## src/rtl/rv32i_boot_ctrl.sv

```systemverilog
// rtl/rv32i_boot_ctrl.sv - program loader and run supervisor for an RV32I core
// Optional run-phase watchdog enabled by defining BOOT_CTRL_WATCHDOG_EN.
module rv32i_boot_ctrl #(
    parameter int IMEM_WORDS = 256,
    parameter int WDT_CYCLES = 100000
) (
    input  logic                          clk,
    input  logic                          rst,
    input  logic                          start,
    input  logic                          load_valid,
    output logic                          load_ready,
    input  logic [31:0]                   load_data,
    input  logic                          load_last,
    output logic                          imem_we,
    output logic [$clog2(IMEM_WORDS)-1:0] imem_addr,
    output logic [31:0]                   imem_wdata,
    output logic                          core_rst_n,
    input  logic                          core_halted,
    output logic                          busy,
    output logic                          done,
    output logic                          error,
    output logic [1:0]                    err_code,
    output logic [31:0]                   cycle_count,
    output logic [15:0]                   load_count
);

    localparam int AW = $clog2(IMEM_WORDS);
    localparam logic [31:0] WDT_LIMIT = 32'(WDT_CYCLES);
`ifdef BOOT_CTRL_WATCHDOG_EN
    localparam bit WDT_EN = 1'b1;
`else
    localparam bit WDT_EN = 1'b0;
`endif

    typedef enum logic [2:0] {
        S_IDLE,
        S_LOAD,
        S_RUN,
        S_DONE,
        S_ERR
    } state_t;

    state_t          state_q, state_d;
    logic [AW-1:0]   addr_q, addr_d;
    logic [15:0]     load_count_q, load_count_d;
    logic [31:0]     cycle_count_q, cycle_count_d;
    logic [1:0]      err_code_q, err_code_d;
    logic            accept;
    logic            last_addr;

    always_ff @(posedge clk) begin
        if (rst) begin
            state_q       <= S_IDLE;
            addr_q        <= '0;
            load_count_q  <= '0;
            cycle_count_q <= '0;
            err_code_q    <= '0;
        end else begin
            state_q       <= state_d;
            addr_q        <= addr_d;
            load_count_q  <= load_count_d;
            cycle_count_q <= cycle_count_d;
            err_code_q    <= err_code_d;
        end
    end

    always_comb begin
        state_d       = state_q;
        addr_d        = addr_q;
        load_count_d  = load_count_q;
        cycle_count_d = cycle_count_q;
        err_code_d    = err_code_q;

        load_ready = (state_q == S_LOAD);
        accept     = load_ready && load_valid;
        last_addr  = (addr_q == AW'(IMEM_WORDS - 1));
        imem_we    = accept;
        imem_addr  = addr_q;
        imem_wdata = accept ? load_data : 32'd0;
        core_rst_n = (state_q == S_RUN) || (state_q == S_DONE);
        busy       = (state_q == S_LOAD) || (state_q == S_RUN);
        done       = (state_q == S_DONE);
        error      = (state_q == S_ERR);

        case (state_q)
            S_LOAD: begin
                if (accept) begin
                    load_count_d = load_count_q + 16'd1;
                    // Counter parks at the top address instead of wrapping.
                    addr_d = last_addr ? addr_q : addr_q + AW'(1);
                    if (load_last) begin
                        state_d = S_RUN;
                    end else if (last_addr) begin
                        state_d    = S_ERR;
                        err_code_d = 2'b01;
                    end
                end
            end
            S_RUN: begin
                // Halt wins over a watchdog expiry seen in the same cycle.
                if (core_halted) begin
                    state_d = S_DONE;
                end else if (WDT_EN && (cycle_count_q >= WDT_LIMIT)) begin
                    state_d    = S_ERR;
                    err_code_d = 2'b10;
                end else if (cycle_count_q != 32'hFFFF_FFFF) begin
                    cycle_count_d = cycle_count_q + 32'd1;
                end
            end
            default: begin
                if (start) begin
                    state_d       = S_LOAD;
                    addr_d        = '0;
                    load_count_d  = '0;
                    cycle_count_d = '0;
                    err_code_d    = '0;
                end
            end
        endcase

        err_code    = err_code_q;
        cycle_count = cycle_count_q;
        load_count  = load_count_q;
    end

endmodule

```

## config.mk

```make
export PLATFORM = sky130hd
export DESIGN_NAME = rv32i_boot_ctrl
export DESIGN_NICKNAME = d
export VERILOG_FILES = /design/src/rtl/rv32i_boot_ctrl.sv
export SDC_FILE = /design/constraint.sdc
export NUM_CORES = 1
export LEC_CHECK = 0
export ABC_AREA = 1
export BUFFER_PORTS_ARGS = -buffer_cell sky130_fd_sc_hd__buf_2
export CAP_MARGIN = 20
export CORE_AREA = 4 4 96 98
export CTS_CLUSTER_DIAMETER = 100
export DETAILED_ROUTE_END_ITERATION = 8
export DIE_AREA = 0 0 100 102
export HOLD_SLACK_MARGIN = 0.1
export PLACE_DENSITY = 0.79
export SLEW_MARGIN = 20
export SYNTH_ARGS = -nofsm -noshare
export SYNTH_HDL_FRONTEND = slang
export SYNTH_SLANG_ARGS = --single-unit
export TNS_END_PERCENT = 1
```

## constraint.sdc

```tcl
create_clock -name clk -period 2.3 [get_ports clk]
set_input_delay 0 -clock clk [delete_from_list [all_inputs] [get_ports clk]]
set_output_delay 0 -clock clk [all_outputs]
set_load 0.005 [all_outputs]
```

After elaboration in Yosys (flattened, before gate mapping). Index checks and enable logic that the tools add are counted.

Order comparisons: 0. Add/sub/neg operators: 3. Eq/ne operators: 14. Shift-type cells: 0. Multiplexer cells: 23. Multipliers: 0. Div/mod/pow operators: 0. Reduce and logical (&&, ||, !) cells: 11. Bitwise gates (word level): 2.

Operator list (count): 32-bit two-way mux (4); 32-bit one-hot mux with 2 select lines (1); 32-bit by 1-bit adder with 32-bit output (second input constant) (1); 16-bit two-way mux (2); 32-bit != test (second input constant) (1); 16-bit one-hot mux with 2 select lines (1); 8-bit two-way mux (3); 16-bit by 1-bit adder with 16-bit output (second input constant) (1); 8-bit one-hot mux with 2 select lines (1); 3-bit two-way mux (5); 4-bit AND reduction (3); 8-bit by 1-bit adder with 8-bit output (second input constant) (1); 8-bit equality test (second input constant) (1); 2-bit two-way mux (4); 2-bit != test (second input constant) (4); 3-bit by 2-bit equality test with 1-bit output (second input constant) (2); 2-bit by 1-bit != test with 1-bit output (second input constant) (3); 3-bit one-hot mux with 2 select lines (1); 5-bit AND reduction (1); 2-bit one-hot mux with 2 select lines (1); 2-bit nonzero test (2); 3-bit by 1-bit equality test with 1-bit output (second input constant) (1); 3-bit equality test (second input constant) (1); 3-bit by 1-bit != test with 1-bit output (second input constant) (1); other kinds (5) (7).

Memory bits (writable): 0. Bits of input ports: 38. Logic and storage cells: 58. Register bits: 61. Latch bits: 0. ROM bits: 0. Memories: 0.

Depth between registers and ports, before layout. Gate-level depths: netlist (run 1).

Depth after elaboration: 5. Gate-level depth with buffers: 12.

Worst setup path after synthesis (run 1). No wires, ideal clock.

Path kind: register to register. Start point: reg cycle_count_q[0], in the netlist cycle_count[0]. End point: reg cycle_count_q[17], in the netlist cycle_count[17]. Path slack: 0.610 ns. Arrival time: 1.581 ns. Cell stages (with the launch flop): 13. Path buffers: 2. Clock period less this slack: 1.690 ns. Data required time: 2.191 ns. Cell sequence: dfxtp_1 -> ha_1 -> nand2_2 -> nor2_4 -> nand3_2 -> nor2_2 -> nand2_2 -> buf_6 -> buf_6 -> nand3b_1 -> nand2_1 -> nand2_1 -> inv_1.

Word-level cells in the longest chain between the ends: 4.

RTL lines: start, declared (RTL line 46) `logic [31:0] cycle_count_q, cycle_count_d;`; start signal, assigned (RTL line 62) `cycle_count_q <= cycle_count_d;`; 32-bit by 1-bit adder with 32-bit output (RTL line 107) `cycle_count_d = cycle_count_q + 32'd1;`; 32-bit two-way mux (RTL line 106) `end else if (cycle_count_q != 32'hFFFF_FFFF) begin`; 32-bit two-way mux (RTL line 101) `if (core_halted) begin`; 32-bit one-hot mux with 2 select lines (RTL line 85) `case (state_q)`.

Several ways; a longest one is shown, not always the timed one. The select of a mux whose other input is x is not followed. A chain may end at the register's enable or synchronous reset.

Worst setup path in the final report (run 1).
Start point: reg state_q[0]. End point: reg err_code_q[0], in the netlist err_code[0].

Word-level cells in the longest chain between the ends: 4.

RTL lines: start, declared (RTL line 43) `state_t state_q, state_d;`; start signal, assigned (RTL line 59) `state_q <= state_d;`; 3-bit by 1-bit equality test with 1-bit output (RTL line 74, 85); 1-bit logical AND (RTL line 75) `accept = load_ready && load_valid;`; 2-bit by 1-bit != test with 1-bit output (no source line); 5-bit AND reduction (no source line); end signal, assigned (RTL line 63) `err_code_q <= err_code_d;`; end, declared (RTL line 47) `logic [1:0] err_code_q, err_code_d;`.

Several ways; a longest one is shown, not always the timed one.

==> results.py, run 1 <==
metrics = {
    "final_layout": {
        "fin_nets": 945,
        "layout_common_cells": "nand2_1, nor2_1, buf_2",
        "final_common_cell": "nand2_1",
        "syn_to_final_growth_pct": 24.2,
        "seq_area_um2": 1200,
        "drive_gt1_share_pct": 20.0,
        "diodes": 0,
        "nFillCells": 868,
        "multiInputGateArea_um2": 2390,
    },
    "sta": {
        "fin_skew_ns": 0.0122,
        "fin_crit_sh_pct": 94.1,
        "fin_crit_ns": 2.17,
        "tns_ns": 0,
        "setup_viol": 0,
        "timing.fmax_mhz": 462,
        "worst_slack_ns": 0.135,
        "drv_slew": 0,
        "rsz0062_at_grt": "no",
        "hold_viol": 0,
    },
    "route": {
        "met2_wirelength_um": 6010,
        "drtIter0Drc": 209,
        "route.detailed.drc": 0,
        "vias_per_cell": 4.87,
        "routed-via-count": 4954,
        "routedLengthMet1_um": 5370,
        "wl_per_cell_um": 12.4,
        "dr.pass1.iters": 5,
        "wl_met3_um": 1040,
        "dr.max_layer_used": "met4",
        "drtAntennaViolNets": 0,
        "finalWirelength_um": 12600,
    },
    "setup_path": {
        "path_cells": "inv_2 -> nand2_2 -> nand3_2 -> buf_4 -> nor2_1 -> a21oi_1 -> nor2_1 -> dlygate4sd3_1",
        "endpoint_kind": "register",
        "ff2ff_path_depth": 8,
        "critPathMaxFanout": 16,
        "rrSetupSlack_ns": 0.13,
        "arrival_ns": 2.45,
        "slowest_delay_ns": 0.55,
        "crit_top_cell": "nor2_1",
        "timing.rr.end": "err_code[0]",
        "startpoint_type": "register",
        "cp_data_required_time_ns": 2.59,
        "crit_path_top_delay_cell": "dlygate4sd3_1",
        "worstSetupPathType": "register to register",
        "worstReg2RegStart": "state_q[0]",
    },
    "synthesis": {
        "synth_xor_area_share_pct": 0.415,
        "synth_cell_type_count": 33,
        "synth_fp_nets": 804,
        "synth-simple-area-share_pct": 49.5,
        "syn_area_um2": 4220,
        "synthAdderAreaFrac_pct": 0.889,
        "synth_warnings": 0,
        "seq_area_frac_synth_pct": 28.4,
        "postSynthAreaPerCell_um2": 5.53,
        "synth_top_family_by_area": "simple AND/OR/NAND/NOR gates",
        "synth_mux_area_share_pct": 0,
        "syn-instance-count": 763,
        "ys_seq_elements": 60,
        "synth_compound_area_share_pct": 5.63,
    },
    "worst_hold_path": {
        "whs_endpoint": "state_q[0]",
        "holdPathStages": 5,
        "worstHoldStart": "core_halted",
        "hp-class": "primary input to register",
    },
    "floorplanning": {
        "die-width_um": 100,
        "die_area_um2": 10200,
        "design.core.area_um2": 8470,
        "die_h_um": 102,
        "ios": 134,
        "start_util_pct": 49.9,
        "rows": 34,
    },
    "cts": {
        "postCtsSetupBuffers": 0,
        "cts_buffers": 9,
        "h-tree-depth": 3,
        "path_clk_slew_ns": 0.08,
        "clk_path_buf_depth": 2,
        "clk_latency_ns": 0.34,
        "cts.repair.resized": 0,
        "cts_tree": "built",
        "clock_tree.root_cell": "clkbuf_8",
        "clkSinkCount": 60,
        "hold_buffers": 5,
    },
    "placed_design": {
        "hpwl_um": 9820,
        "pre_cts_ws_ns": 0.360,
        "io_buffers": 132,
        "gp_congestion": 0.941,
    },
    "global_route": {
        "grt_max_degree": 33,
        "antenna_found_initial": 0,
        "grt_pass1_wl_um": 21000,
        "grt_pass1_vias": 4527,
        "overflow": 0,
        "globalRouteTotalUtil_pct": 25.5,
    },
    "flow_run": {
        "drv_cap": 0,
    },
    "pwr": {
        "finalPower_mw": 3.41,
        "power.density_nw_per_um2": 649,
        "p_leak_nw": 2.77,
        "worst_ir_drop_vdd_uv": 461,
    },
    "run_status": {
        "status": "complete, no violations",
    },
}
-- registers in the layout, summed over array words and instances, names as in the netlist --
register     cells
cycle_count     32
state_q          3
imem_addr        8
err_code         1
load_count      16
-- worst max-delay path, delay by kind of cell (launching register included) --
family / cells / cell delay [ns]
buffers and inverters: 3 / 0.86
AOI/OAI and AO/OA: 1 / 0.07
and+or+nand+nor: 4 / 0.66
DFF: 1 / 0.51
-- how the worst max path moves through the flow --
stage / from / endpoint / slack [ns] / cells after the start
finish: state_q[0] / err_code[0] / 0.13 / 8
global route: state_q[0] / err_code[0] / 0.003 / 8
CTS: state_q[0] / err_code[0] / 0.14 / 8
detailed placement: cycle_count[1] / cycle_count[22] / 0.36 / 11
global placement: cycle_count[1] / cycle_count[2] / 0.42 / 10
floorplan: cycle_count[0] / cycle_count[17] / 0.61 / 12
-- layer usage --
metal | GRT usage, % | vias up
li1 | - | 2595
met2 | 43.2 | 198
met5 | 0 | -
met3 | 6.21 | 22
met4 | 8.50 | 0
met1 | 32.0 | 2139
-- power breakdown --
part	switching [mW]	total, mW	leakage, nW	internal, mW
clock	0.467	0.999	0.0918	0.532
sequential	0.0775	1.17	0.484	1.09
combinational	0.829	1.24	2.20	0.406
-- cell usage after synthesis --
| library cell | count | area (um2) |
|---|---|---|
| nor2_2 | 3 | 18.8 |
| nand3_2 | 2 | 20.0 |
| clkbuf_1 | 7 | 26.3 |
| nand3_4 | 1 | 17.5 |
| buf_2 | 5 | 25.0 |
| o21ai_2 | 1 | 8.76 |
| nand4_1 | 12 | 75.1 |
| nor3_4 | 1 | 16.3 |
| ha_1 | 3 | 37.5 |
| nor2_4 | 3 | 33.8 |
| o31ai_1 | 1 | 7.51 |
| nand3b_1 | 4 | 30.0 |
| nor3_1 | 9 | 45.0 |
| nand2_1 | 227 | 852 |
| o211ai_1 | 1 | 7.51 |
| buf_4 | 4 | 30.0 |
| nand2_4 | 1 | 11.3 |
| and3_1 | 2 | 12.5 |
| conb_1 | 1 | 3.75 |
| nor3b_1 | 1 | 7.51 |
| nor2_1 | 168 | 631 |
| a31oi_1 | 1 | 6.26 |
| buf_6 | 4 | 45.0 |
| nand3_1 | 58 | 290 |
| dfxtp_1 | 60 | 1200 |
| xor2_1 | 2 | 17.5 |
| o21ai_0 | 11 | 55.1 |
| a21oi_1 | 29 | 145 |
| buf_1 | 1 | 3.75 |
| inv_2 | 4 | 15.0 |
| nand2_2 | 5 | 31.3 |
| o21bai_1 | 1 | 7.51 |
| inv_1 | 130 | 488 |
-- cell type report --
| type | count | area share (%) |
|---|---|---|
| Inverter | 134 | 9.59 |
| Clock buffer | 11 | 2.69 |
| Tap cell | 108 | 2.58 |
| Clock inverter | 5 | 1.17 |
| Timing Repair Buffer | 151 | 15.5 |
| Multi-Input combinational cell | 548 | 45.5 |
| Sequential cell | 60 | 22.9 |
-- cell families (layout without fill, tap and decap cells) --
group,after synthesis,count (layout)
flip-flops,60,60
other,1,1
buffers and inverters,155,301
adder cells (fa/ha/maj),3,3
XOR/XNOR,2,2
AND/OR/NAND/NOR,497,497
AO/OA/AOI/OAI,45,45
-- stage by stage --
| stage | cell area [um2] | hold WS, ns | utilization [%] | instances |
|---|---|---|---|---|
| final | 5250 | 0.118 | 62.0 | 1017 |
| after global routing | 5250 | 0.156 | 62.0 | 1017 |
| after CTS | 5250 | 0.102 | 62.0 | 1017 |
| after detailed placement | 4990 | 0.279 | 59.0 | 996 |
| after global placement | 4990 | 0.276 | 59.0 | 996 |
| after floorplan | 4220 | 0.0691 | - | 763 |
No activity file was read; power rests on OpenSTA's default activity.
==> run 2, diff against run 1 <==
Settings changed: CORE_AREA 4 4 96 98 to 2 2 94 96, DIE_AREA 0 0 100 102 to 0 0 96 98.
==> results.py, run 2 (synthesis results as in run 1) <==
metrics = {
    "setup_path": {
        "crit_path_top_delay_cell": "inv_1",
        "cp_data_required_time_ns": 2.60,
        "arrival_ns": 2.28,
        "rrSetupSlack_ns": 0.31,
        "worstSetupPathType": "register to register",
        "endpoint_kind": "register",
        "startpoint_type": "register",
        "ff2ff_path_depth": 8,
        "cp_top_family": "buffers and inverters",
        "critPathMaxFanout": 20,
        "slowest_delay_ns": 0.47,
        "timing.rr.end": "load_count[7]",
        "worstReg2RegStart": "state_q[1]",
        "path_cells": "inv_2 -> nor2_2 -> nand2_2 -> nand2_1 -> o21ai_2 -> inv_1 -> o21ai_0 -> a21oi_1",
        "cp.buffers_inverters": 2,
    },
    "cts": {
        "clkSinkCount": 60,
        "clk_path_buf_depth": 2,
        "clock_tree.root_cell": "clkbuf_8",
        "h-tree-depth": 3,
        "clk_latency_ns": 0.36,
        "cts_buffers": 9,
        "cts.repair.resized": 0,
        "cts_tree": "built",
        "path_clk_slew_ns": 0.08,
    },
    "route": {
        "vias_per_cell": 4.91,
        "wl_per_cell_um": 12.0,
        "routed-via-count": 4967,
        "dr.pass1.iters": 5,
        "drtIter0Drc": 215,
        "finalWirelength_um": 12200,
        "route.detailed.drc": 0,
        "drtAntennaViolNets": 0,
    },
    "global_route": {
        "grt_pass1_vias": 4502,
        "grt_max_degree": 30,
        "overflow": 0,
        "globalRouteTotalUtil_pct": 27.0,
        "antenna_found_initial": 0,
        "grt_pass1_wl_um": 20300,
    },
    "sta": {
        "worst_slack_ns": 0.313,
        "slew_headroom_pct": 57.3,
        "fin_crit_sh_pct": 86.4,
        "rsz0062_at_grt": "no",
        "hold_viol": 0,
        "tightest_slew_ns": 0.640,
        "drv_slew": 0,
        "fin_skew_ns": 0.00837,
        "timing.fmax_mhz": 503,
        "fin_crit_ns": 1.99,
        "setup_viol": 0,
        "tns_ns": 0,
    },
    "worst_hold_path": {
        "holdPathStages": 5,
        "hp-class": "primary input to register",
        "whs_endpoint": "state_q[0]",
        "worstHoldStart": "core_halted",
    },
    "pwr": {
        "p_leak_nw": 2.74,
        "worst_ir_drop_vdd_uv": 378,
        "power.density_nw_per_um2": 651,
    },
    "final_layout": {
        "postLayoutCoreUtil_pct": 61.4,
        "drive_gt1_share_pct": 19.8,
        "layout_common_cells": "nand2_1, nor2_1, buf_2",
        "final_common_cell": "nand2_1",
        "syn_to_final_growth_pct": 23.0,
        "fin_nets": 939,
        "largest_reg_flops": 32,
        "diodes": 0,
    },
    "floorplanning": {
        "start_util_pct": 49.9,
        "die-width_um": 96,
        "die_h_um": 98,
        "ios": 134,
        "die_area_um2": 9410,
        "design.core.area_um2": 8470,
        "rows": 34,
    },
    "placed_design": {
        "io_buffers": 132,
        "hpwl_um": 9280,
        "pre_cts_ws_ns": 0.293,
        "gp_congestion": 1.00,
    },
    "run_status": {
        "status": "complete, no violations",
    },
    "flow_run": {
        "drv_cap": 0,
    },
}
## run 2: layout make-up
type / instances / area (um2)
Timing Repair Buffer: 145 / 766
Clock buffer: 9 / 124
Inverter: 134 / 503
Clock inverter: 7 / 76.3
Multi-Input combinational cell: 548 / 2390
Sequential cell: 60 / 1200
Fill cell: 886 / 3270
Tap cell: 108 / 135
## run 2: how the worst max path moves through the flow
stage	slack [ns]	cells past startpoint	start	end
floorplan	0.61	12	cycle_count[0]	cycle_count[17]
global placement	0.42	7	state_q[0]	imem_addr[4]
detailed placement	0.29	8	state_q[1]	load_count[7]
CTS	0.33	8	state_q[1]	load_count[7]
global route	0.11	7	state_q[0]	imem_addr[7]
finish	0.31	8	state_q[1]	load_count[7]
## run 2: metal layers
layer	track usage, %	wire (um)	vias up
met5	0	0	-
met1	34.2	5250	2167
met4	12.0	323	0
li1	-	-	2583
met2	44.2	5710	187
met3	5.09	902	30
## run 2: where the power goes
part / total, mW / switching [mW] / internal [mW]
Clock: 0.988 / 0.483 / 0.505
Combinational: 1.22 / 0.818 / 0.398
Sequential: 1.18 / 0.0830 / 1.09
## run 2: worst min-delay path, cell delays in order
cell and delay [ns]:
buf_2 0.12, nand2_1 0.09, nand2_1 0.10, nand2_1 0.07
a21oi_1 0.06
## run 2: stage by stage
| step | hold WS [ns] | cell area [um2] | instances | power (mW) |
|---|---|---|---|---|
| final | 0.129 | 5190 | 1011 | 3.38 |
| after detailed placement | 0.276 | 4960 | 992 | 2.40 |
| after global routing | 0.196 | 5190 | 1011 | 3.63 |
| after floorplan | 0.0691 | 4220 | 763 | 2.06 |
| after CTS | 0.117 | 5190 | 1011 | 3.40 |
| after global placement | 0.274 | 4960 | 992 | 2.39 |
## run 2: repair_timing
action	in CTS	in global routing
endpoints found under the hold margin	17	0
hold buffers	3	0
setup buffers	0	0
